[config.mk]
export PLATFORM = sky130hd
export DESIGN_NAME = cpu_control_fsm_flat
export DESIGN_NICKNAME = d
export VERILOG_FILES = /design/src/rtl/cpu_control_fsm_if.sv /design/src/rtl/cpu_control_fsm.sv /design/src/flat_wrapper.sv
export SDC_FILE = /design/constraint.sdc
export NUM_CORES = 1
export LEC_CHECK = 0
export BUFFER_PORTS_ARGS = -buffer_cell sky130_fd_sc_hd__buf_2
export CORE_UTILIZATION = 47
export CTS_BUF_LIST = sky130_fd_sc_hd__clkbuf_16
export DETAILED_ROUTE_END_ITERATION = 6
export PLACE_DENSITY = 0.77
export SLEW_MARGIN = 20
export SYNTH_ARGS = -nofsm -noshare
export SYNTH_HDL_FRONTEND = slang
export SYNTH_SLANG_ARGS = --single-unit
[constraint.sdc]
create_clock -name clk -period 2.9 [get_ports clk]
set_input_delay 0.29 -clock clk [delete_from_list [all_inputs] [get_ports clk]]
set_output_delay 0.29 -clock clk [all_outputs]
set_load 0.01 [all_outputs]
[src/rtl/cpu_control_fsm_if.sv]
// Control-sequencer bus: fetch handshake, data-memory handshake, datapath controls, status.
// master = sequencer side, slave = memory/datapath side.
interface cpu_control_fsm_if;
    logic [31:0] Instr;
    logic        instr_valid;
    logic [3:0]  ALUFlags;
    logic        mem_ready;

    logic        instr_req;
    logic        mem_req;
    logic        PCWrite;
    logic        PCSrc;
    logic [1:0]  RegSrc;
    logic        RegWrite;
    logic [1:0]  ImmSrc;
    logic [1:0]  ALUSrc;
    logic [2:0]  ALUControl;
    logic        MemWrite;
    logic        MemtoReg;
    logic        BL;
    logic        ShiftEn;
    logic [3:0]  flags_q;
    logic        illegal;
    logic        mem_fault;

    modport master (
        input  Instr, instr_valid, ALUFlags, mem_ready,
        output instr_req, mem_req, PCWrite, PCSrc, RegSrc, RegWrite, ImmSrc, ALUSrc,
               ALUControl, MemWrite, MemtoReg, BL, ShiftEn, flags_q, illegal, mem_fault
    );

    modport slave (
        output Instr, instr_valid, ALUFlags, mem_ready,
        input  instr_req, mem_req, PCWrite, PCSrc, RegSrc, RegWrite, ImmSrc, ALUSrc,
               ALUControl, MemWrite, MemtoReg, BL, ShiftEn, flags_q, illegal, mem_fault
    );
endinterface

[src/rtl/cpu_control_fsm.sv]
// Multicycle ARM-subset control sequencer: fetch, decode/condition check, execute, memory, branch.
// Latency 3 cycles per instruction (+ memory wait); stalls in FETCH/MEM until valid/ready or timeout.
module cpu_control_fsm #(
    parameter int MEM_TIMEOUT = 16
) (
    input logic              clk,
    input logic              reset,
    cpu_control_fsm_if.master bus
);
    localparam int CW = (MEM_TIMEOUT > 1) ? $clog2(MEM_TIMEOUT) : 1;
    localparam logic [CW-1:0] CNT_LAST = CW'(MEM_TIMEOUT - 1);
    localparam logic [3:0] CMD_CMP = 4'b1010;

    typedef enum logic [2:0] {
        S_FETCH, S_DECODE, S_EXEC_DP, S_MEM, S_BRANCH, S_ADVANCE
    } state_t;

    state_t        state;
    logic [31:0]   ir;
    logic [3:0]    flags;
    logic [CW-1:0] cnt;

    logic [3:0] cond, cmd;
    logic [1:0] op;
    logic       imm_bit, s_bit;
    logic       cond_pass, dp_ok, mem_timeout_hit;
    logic [2:0] dp_alu;
    logic       unused_ir;

    assign cond    = ir[31:28];
    assign op      = ir[27:26];
    assign imm_bit = ir[25];
    assign cmd     = ir[24:21];
    assign s_bit   = ir[20];
    assign unused_ir = ^{ir[19:12], ir[3:0]};

    always_comb begin
        unique case (cond)
            4'b0000: cond_pass = flags[2];
            4'b0001: cond_pass = !flags[2];
            4'b0010: cond_pass = flags[1];
            4'b0011: cond_pass = !flags[1];
            4'b0100: cond_pass = flags[3];
            4'b0101: cond_pass = !flags[3];
            4'b0110: cond_pass = flags[0];
            4'b0111: cond_pass = !flags[0];
            4'b1000: cond_pass = flags[1] && !flags[2];
            4'b1001: cond_pass = !flags[1] || flags[2];
            4'b1010: cond_pass = (flags[3] == flags[0]);
            4'b1011: cond_pass = (flags[3] != flags[0]);
            4'b1100: cond_pass = !flags[2] && (flags[3] == flags[0]);
            4'b1101: cond_pass = flags[2] || (flags[3] != flags[0]);
            4'b1110: cond_pass = 1'b1;
            default: cond_pass = 1'b0;
        endcase
    end

    always_comb begin
        dp_ok  = 1'b1;
        dp_alu = 3'b000;
        case (cmd)
            4'b0100: dp_alu = 3'b000;
            4'b0010: dp_alu = 3'b001;
            4'b1010: dp_alu = 3'b001;
            4'b0000: dp_alu = 3'b010;
            4'b1100: dp_alu = 3'b011;
            4'b0001: dp_alu = 3'b100;
            4'b1101: dp_alu = 3'b101;
            default: dp_ok  = 1'b0;
        endcase
    end

    assign mem_timeout_hit = (state == S_MEM) && !bus.mem_ready && (cnt == CNT_LAST);

    always_ff @(posedge clk) begin
        if (reset) begin
            state <= S_FETCH;
            ir    <= '0;
            flags <= '0;
            cnt   <= '0;
        end else begin
            unique case (state)
                S_FETCH: begin
                    if (bus.instr_valid) begin
                        ir    <= bus.Instr;
                        state <= S_DECODE;
                    end
                end
                S_DECODE: begin
                    if (!cond_pass)                state <= S_ADVANCE;
                    else if (op == 2'b00 && dp_ok) state <= S_EXEC_DP;
                    else if (op == 2'b01)          state <= S_MEM;
                    else if (op == 2'b10)          state <= S_BRANCH;
                    else                           state <= S_ADVANCE;
                end
                S_EXEC_DP: begin
                    if (s_bit || cmd == CMD_CMP) flags <= bus.ALUFlags;
                    state <= S_FETCH;
                end
                S_MEM: begin
                    if (bus.mem_ready) begin
                        cnt   <= '0;
                        state <= S_FETCH;
                    end else if (mem_timeout_hit) begin
                        cnt   <= '0;
                        state <= S_ADVANCE;
                    end else begin
                        cnt <= cnt + 1'b1;
                    end
                end
                default: state <= S_FETCH;
            endcase
        end
    end

    // Outputs decode purely from registered state/IR; only MEM completion is qualified by mem_ready.
    always_comb begin
        bus.instr_req  = 1'b0;
        bus.mem_req    = 1'b0;
        bus.PCWrite    = 1'b0;
        bus.PCSrc      = 1'b0;
        bus.RegSrc     = 2'b00;
        bus.RegWrite   = 1'b0;
        bus.ImmSrc     = 2'b00;
        bus.ALUSrc     = 2'b00;
        bus.ALUControl = 3'b000;
        bus.MemWrite   = 1'b0;
        bus.MemtoReg   = 1'b0;
        bus.BL         = 1'b0;
        bus.ShiftEn    = 1'b0;
        bus.illegal    = 1'b0;
        bus.mem_fault  = 1'b0;
        unique case (state)
            S_FETCH:  bus.instr_req = 1'b1;
            S_DECODE: bus.illegal = cond_pass && ((op == 2'b11) || (op == 2'b00 && !dp_ok));
            S_EXEC_DP: begin
                bus.ALUSrc     = {1'b0, imm_bit};
                bus.ALUControl = dp_alu;
                bus.RegWrite   = (cmd != CMD_CMP);
                bus.PCWrite    = 1'b1;
                bus.ShiftEn    = !imm_bit && (ir[11:4] != 8'h00);
            end
            S_MEM: begin
                bus.mem_req   = 1'b1;
                bus.ALUSrc    = 2'b01;
                bus.ImmSrc    = 2'b01;
                bus.MemWrite  = !s_bit;
                bus.RegSrc    = {!s_bit, 1'b0};
                bus.PCWrite   = bus.mem_ready;
                bus.RegWrite  = bus.mem_ready && s_bit;
                bus.MemtoReg  = bus.mem_ready && s_bit;
                bus.mem_fault = mem_timeout_hit;
            end
            S_BRANCH: begin
                bus.RegSrc   = 2'b01;
                bus.ImmSrc   = 2'b10;
                bus.ALUSrc   = 2'b01;
                bus.PCSrc    = 1'b1;
                bus.PCWrite  = 1'b1;
                bus.BL       = ir[24];
                bus.RegWrite = ir[24];
            end
            default: bus.PCWrite = 1'b1;
        endcase
    end

    assign bus.flags_q = flags;
endmodule

[src/flat_wrapper.sv]
// flat-port wrapper written by rule: the top's interface ports become plain ports
module cpu_control_fsm_flat 
#(
    parameter int MEM_TIMEOUT = 16
)
  (clk, reset, bus_Instr, bus_instr_valid, bus_ALUFlags, bus_mem_ready, bus_instr_req, bus_mem_req, bus_PCWrite, bus_PCSrc, bus_RegSrc, bus_RegWrite, bus_ImmSrc, bus_ALUSrc, bus_ALUControl, bus_MemWrite, bus_MemtoReg, bus_BL, bus_ShiftEn, bus_flags_q, bus_illegal, bus_mem_fault);
  cpu_control_fsm_if bus_i ();
  input logic clk;
  input logic reset;
  input wire logic [$bits(bus_i.Instr)-1:0] bus_Instr;
  input wire logic [$bits(bus_i.instr_valid)-1:0] bus_instr_valid;
  input wire logic [$bits(bus_i.ALUFlags)-1:0] bus_ALUFlags;
  input wire logic [$bits(bus_i.mem_ready)-1:0] bus_mem_ready;
  output wire logic [$bits(bus_i.instr_req)-1:0] bus_instr_req;
  output wire logic [$bits(bus_i.mem_req)-1:0] bus_mem_req;
  output wire logic [$bits(bus_i.PCWrite)-1:0] bus_PCWrite;
  output wire logic [$bits(bus_i.PCSrc)-1:0] bus_PCSrc;
  output wire logic [$bits(bus_i.RegSrc)-1:0] bus_RegSrc;
  output wire logic [$bits(bus_i.RegWrite)-1:0] bus_RegWrite;
  output wire logic [$bits(bus_i.ImmSrc)-1:0] bus_ImmSrc;
  output wire logic [$bits(bus_i.ALUSrc)-1:0] bus_ALUSrc;
  output wire logic [$bits(bus_i.ALUControl)-1:0] bus_ALUControl;
  output wire logic [$bits(bus_i.MemWrite)-1:0] bus_MemWrite;
  output wire logic [$bits(bus_i.MemtoReg)-1:0] bus_MemtoReg;
  output wire logic [$bits(bus_i.BL)-1:0] bus_BL;
  output wire logic [$bits(bus_i.ShiftEn)-1:0] bus_ShiftEn;
  output wire logic [$bits(bus_i.flags_q)-1:0] bus_flags_q;
  output wire logic [$bits(bus_i.illegal)-1:0] bus_illegal;
  output wire logic [$bits(bus_i.mem_fault)-1:0] bus_mem_fault;
  assign bus_i.Instr = bus_Instr;
  assign bus_i.instr_valid = bus_instr_valid;
  assign bus_i.ALUFlags = bus_ALUFlags;
  assign bus_i.mem_ready = bus_mem_ready;
  assign bus_instr_req = bus_i.instr_req;
  assign bus_mem_req = bus_i.mem_req;
  assign bus_PCWrite = bus_i.PCWrite;
  assign bus_PCSrc = bus_i.PCSrc;
  assign bus_RegSrc = bus_i.RegSrc;
  assign bus_RegWrite = bus_i.RegWrite;
  assign bus_ImmSrc = bus_i.ImmSrc;
  assign bus_ALUSrc = bus_i.ALUSrc;
  assign bus_ALUControl = bus_i.ALUControl;
  assign bus_MemWrite = bus_i.MemWrite;
  assign bus_MemtoReg = bus_i.MemtoReg;
  assign bus_BL = bus_i.BL;
  assign bus_ShiftEn = bus_i.ShiftEn;
  assign bus_flags_q = bus_i.flags_q;
  assign bus_illegal = bus_i.illegal;
  assign bus_mem_fault = bus_i.mem_fault;
  cpu_control_fsm #(.MEM_TIMEOUT(MEM_TIMEOUT)) u_core (.clk(clk), .reset(reset), .bus(bus_i));
endmodule
==> impl_metrics.csv <==
group,metric,value,unit
cts,clk_path_buf_depth,2,
worst_hold_path,hold_path_end,"u_core.bus.flags_q[1]",
status,status,"complete, no violations",
worst_setup_path,required,2.61,ns
yosys,ys_seq_area_frac,0.3647,
sta,worstMarginPinSlew,0.7497,ns
yosys,synth_fp_nets,259,
place,dp.cells,296,
sta,holdWs,0.2509,ns
yosys,ys.flop_type,"dfxtp_1",
die,core,3390,sq um
sta,fmax,0.4794,GHz
cts,post_cts_buffers,0,
grt,grt_first_pass_wirelength,6541,um
yosys,yosys-top-cells-area,"dfxtp_1, nand2_1, a21oi_1",
power,power_density,668.0,nW/um^2
cts,cts_made_buffers,5,
grt,grt_pass1_vias,1433,
cts,ctsRootBufferMaster,"clkbuf_16",
cts,clock_sinks,31,
sta,hold_viol_final,0,
finish,final_cell_count_no_fill,302,
sta,tns,0,ns
finish,area_delta_synth_final,19.56,%
grt,track_usage,0.2153,
run,cap_viol_max_count,0,
finish,final_util,0.6002,
worst_hold_path,hold_class,"primary input to register",
worst_setup_path,reg2reg_from,"u_core.state[2]",
drt,drt_iter0_drc,121,
yosys,syn_area_per_cell,7.806,sq um
die,rows,21,
drt,ant_nets,0,
die,start_util,0.5020,
finish,layout-drive-gt1-share,0.2461,
die,dieHeight,62.17,um
sta,skew,0.002872,ns
worst_setup_path,cp_max_fo,12,
cts,htreeDepth,2,
finish,fillers,337,
drt,wl_per_cell,12.69,um
drt,firstDrtPassIters,4,
cts,cts_tree,"yes",
worst_setup_path,reg2reg_depth,4,
sta,grt_setup_unrepaired,"false",
finish,nets,298,
place,place.gp.congestion,0.7718,
worst_setup_path,timing.reg2reg.setup_slack,1.17,ns
drt,drc,0,
die,dieArea,3865,sq um
yosys,synthTopCellsByCount,"nand2_1, dfxtp_1, a21oi_1, nor2_1",
yosys,ys.warnings.count,0,
finish,n_antenna_cell,0,
cts,cts_hold_buffers,0,
cts,postCtsResizedCells,0,
grt,grt_overflow_total,0,
yosys,synth_edf_count,0,
yosys,async_flop_share,0,
sta,final_max_slew_viol_count,0,
worst_setup_path,endpoint_kind,"output port",
sta,finalCritPeriodShare,0.7193,
yosys,synthCells,218,
drt,via_count,1591,
yosys,ys_ff_latch,31,
grt,grt_max_degree,32,
worst_setup_path,arrival,1.80,ns
grt,antenna_found_initial,0,
sta,slew-limit-headroom,0.5002,
yosys,yosys.area.top_type,"dfxtp_1",
yosys,synth.most_common_cell,"nand2_1",
worst_setup_path,start_kind,"register",
drt,vias_per_cell,5.268,
worst_setup_path,worst-setup-path-type,"register to output port",
die,die_x,62.17,um
worst_setup_path,reg2reg_to,"u_core.ir[26]",
drt,wl,3831,um
worst_hold_path,holdPathStages,3,
cts,clkLatencyLatePin,0.27,ns
cts,path_clk_slew,0.05,ns
power,power_leakage,0.9597,nW
worst_hold_path,hold_start,"bus_ALUFlags[1]",
die,pin_count,64,
sta,setup_viol_count_final,0,
power,max-vdd-ir-drop,0.3877,mV
yosys,yosysUniqueCellTypes,46,
sta,min_period,2.086,ns
yosys,synth_top_area_share,0.3647,
place,dp_hpwl,2561,um
yosys,netlist_area,1702,sq um
place,io_buffer_count,50,
## worst max-delay path, cell delays in order, from the launching register on
cell	delay (ns)
dfxtp_1	0.53
nor2b_1	0.22
a31oi_1	0.10
o22a_1	0.25
nand3_1	0.12
o2111a_1	0.19
buf_2	0.13
## sequential cells by signal (all words and copies together) (netlist names)
signal,flops
u_core.state,3
u_core.ir,20
u_core.cnt,4
u_core.bus.flags_q,4
## final cells by class
type	count	area, sq um	share of cell area
multi-input cells	165	962.2	0.4729
repair buffers	50	250.2	0.1230
clock inverters	1	3.754	0.001845
inverters	4	15.01	0.007380
well taps	46	57.56	0.02829
clock buffers	5	125.1	0.06150
flip-flops and latches	31	620.6	0.3050
## how the worst max path moves through the flow
stage | from | end | slack (ns) | cells past startpoint
after floorplan | u_core.state[2] | bus_RegWrite | 1.20 | 4
after global placement | u_core.state[1] | bus_ALUControl[2] | 1.12 | 4
after detailed placement | u_core.state[1] | bus_ALUControl[2] | 1.11 | 4
after CTS | u_core.ir[31] | bus_illegal | 0.81 | 6
after global routing | u_core.ir[31] | bus_illegal | 0.68 | 6
final | u_core.ir[31] | bus_illegal | 0.81 | 6
## layer usage
metal | track usage | routed length (um) | share of wire | vias up
met5 | 0 | 0 | 0 | -
met4 | 0.09593 | 40 | 0.010 | 0
met3 | 0.06066 | 200 | 0.052 | 6
met2 | 0.3544 | 1866 | 0.49 | 50
met1 | 0.2602 | 1723 | 0.45 | 707
li1 | - | - | - | 828
## power breakdown
part | leakage (nW) | total, mW | internal [mW] | switching [mW]
Clock | 0.0669 | 0.467 | 0.303 | 0.164
Sequential | 0.253 | 0.571 | 0.484 | 0.0870
Combinational | 0.640 | 0.321 | 0.136 | 0.186
## layout by cell type (no fill, tap or decap), types with 2 or more instances in the layout
cell / n
xor2_1: 3
and3_1: 2
dfxtp_1: 31
nor2_1: 14
nand3_1: 5
and2_1: 3
or3_1: 2
inv_1: 3
o21ai_0: 8
nor2b_1: 5
a31oi_1: 3
nand2b_1: 4
buf_2: 50
mux2i_1: 6
nand2_1: 42
and3b_1: 3
nor3b_1: 7
clkbuf_16: 5
nor4_1: 3
nor3_1: 5
inv_2: 2
a21oi_1: 28
a22oi_1: 2
## through the flow
stage	setup WS, ns	power [mW]	cell area, sq um
after floorplan	1.205	0.8314	1702
after global placement	1.116	0.8860	1906
after detailed placement	1.108	0.8978	1906
after CTS	0.8091	1.369	2034
after global routing	0.6817	1.452	2034
final	0.8139	1.359	2034
## logic make-up (layout without fill, tap and decap cells)
group | Yosys count | count (layout) | share of synthesized area
XOR/XNOR | 4 | 4 | 0.02059
AO/OA/AOI/OAI | 51 | 51 | 0.1824
AND/OR/NAND/NOR | 102 | 102 | 0.3176
multiplexers | 6 | 6 | 0.03530
adder cells (fa/ha/maj) | 1 | 1 | 0.007352
flip-flops | 31 | 31 | 0.3647
other | 1 | 1 | 0.002204
buffers and inverters | 22 | 60 | 0.06986
Note: power is estimated with default switching activity, not from simulation.
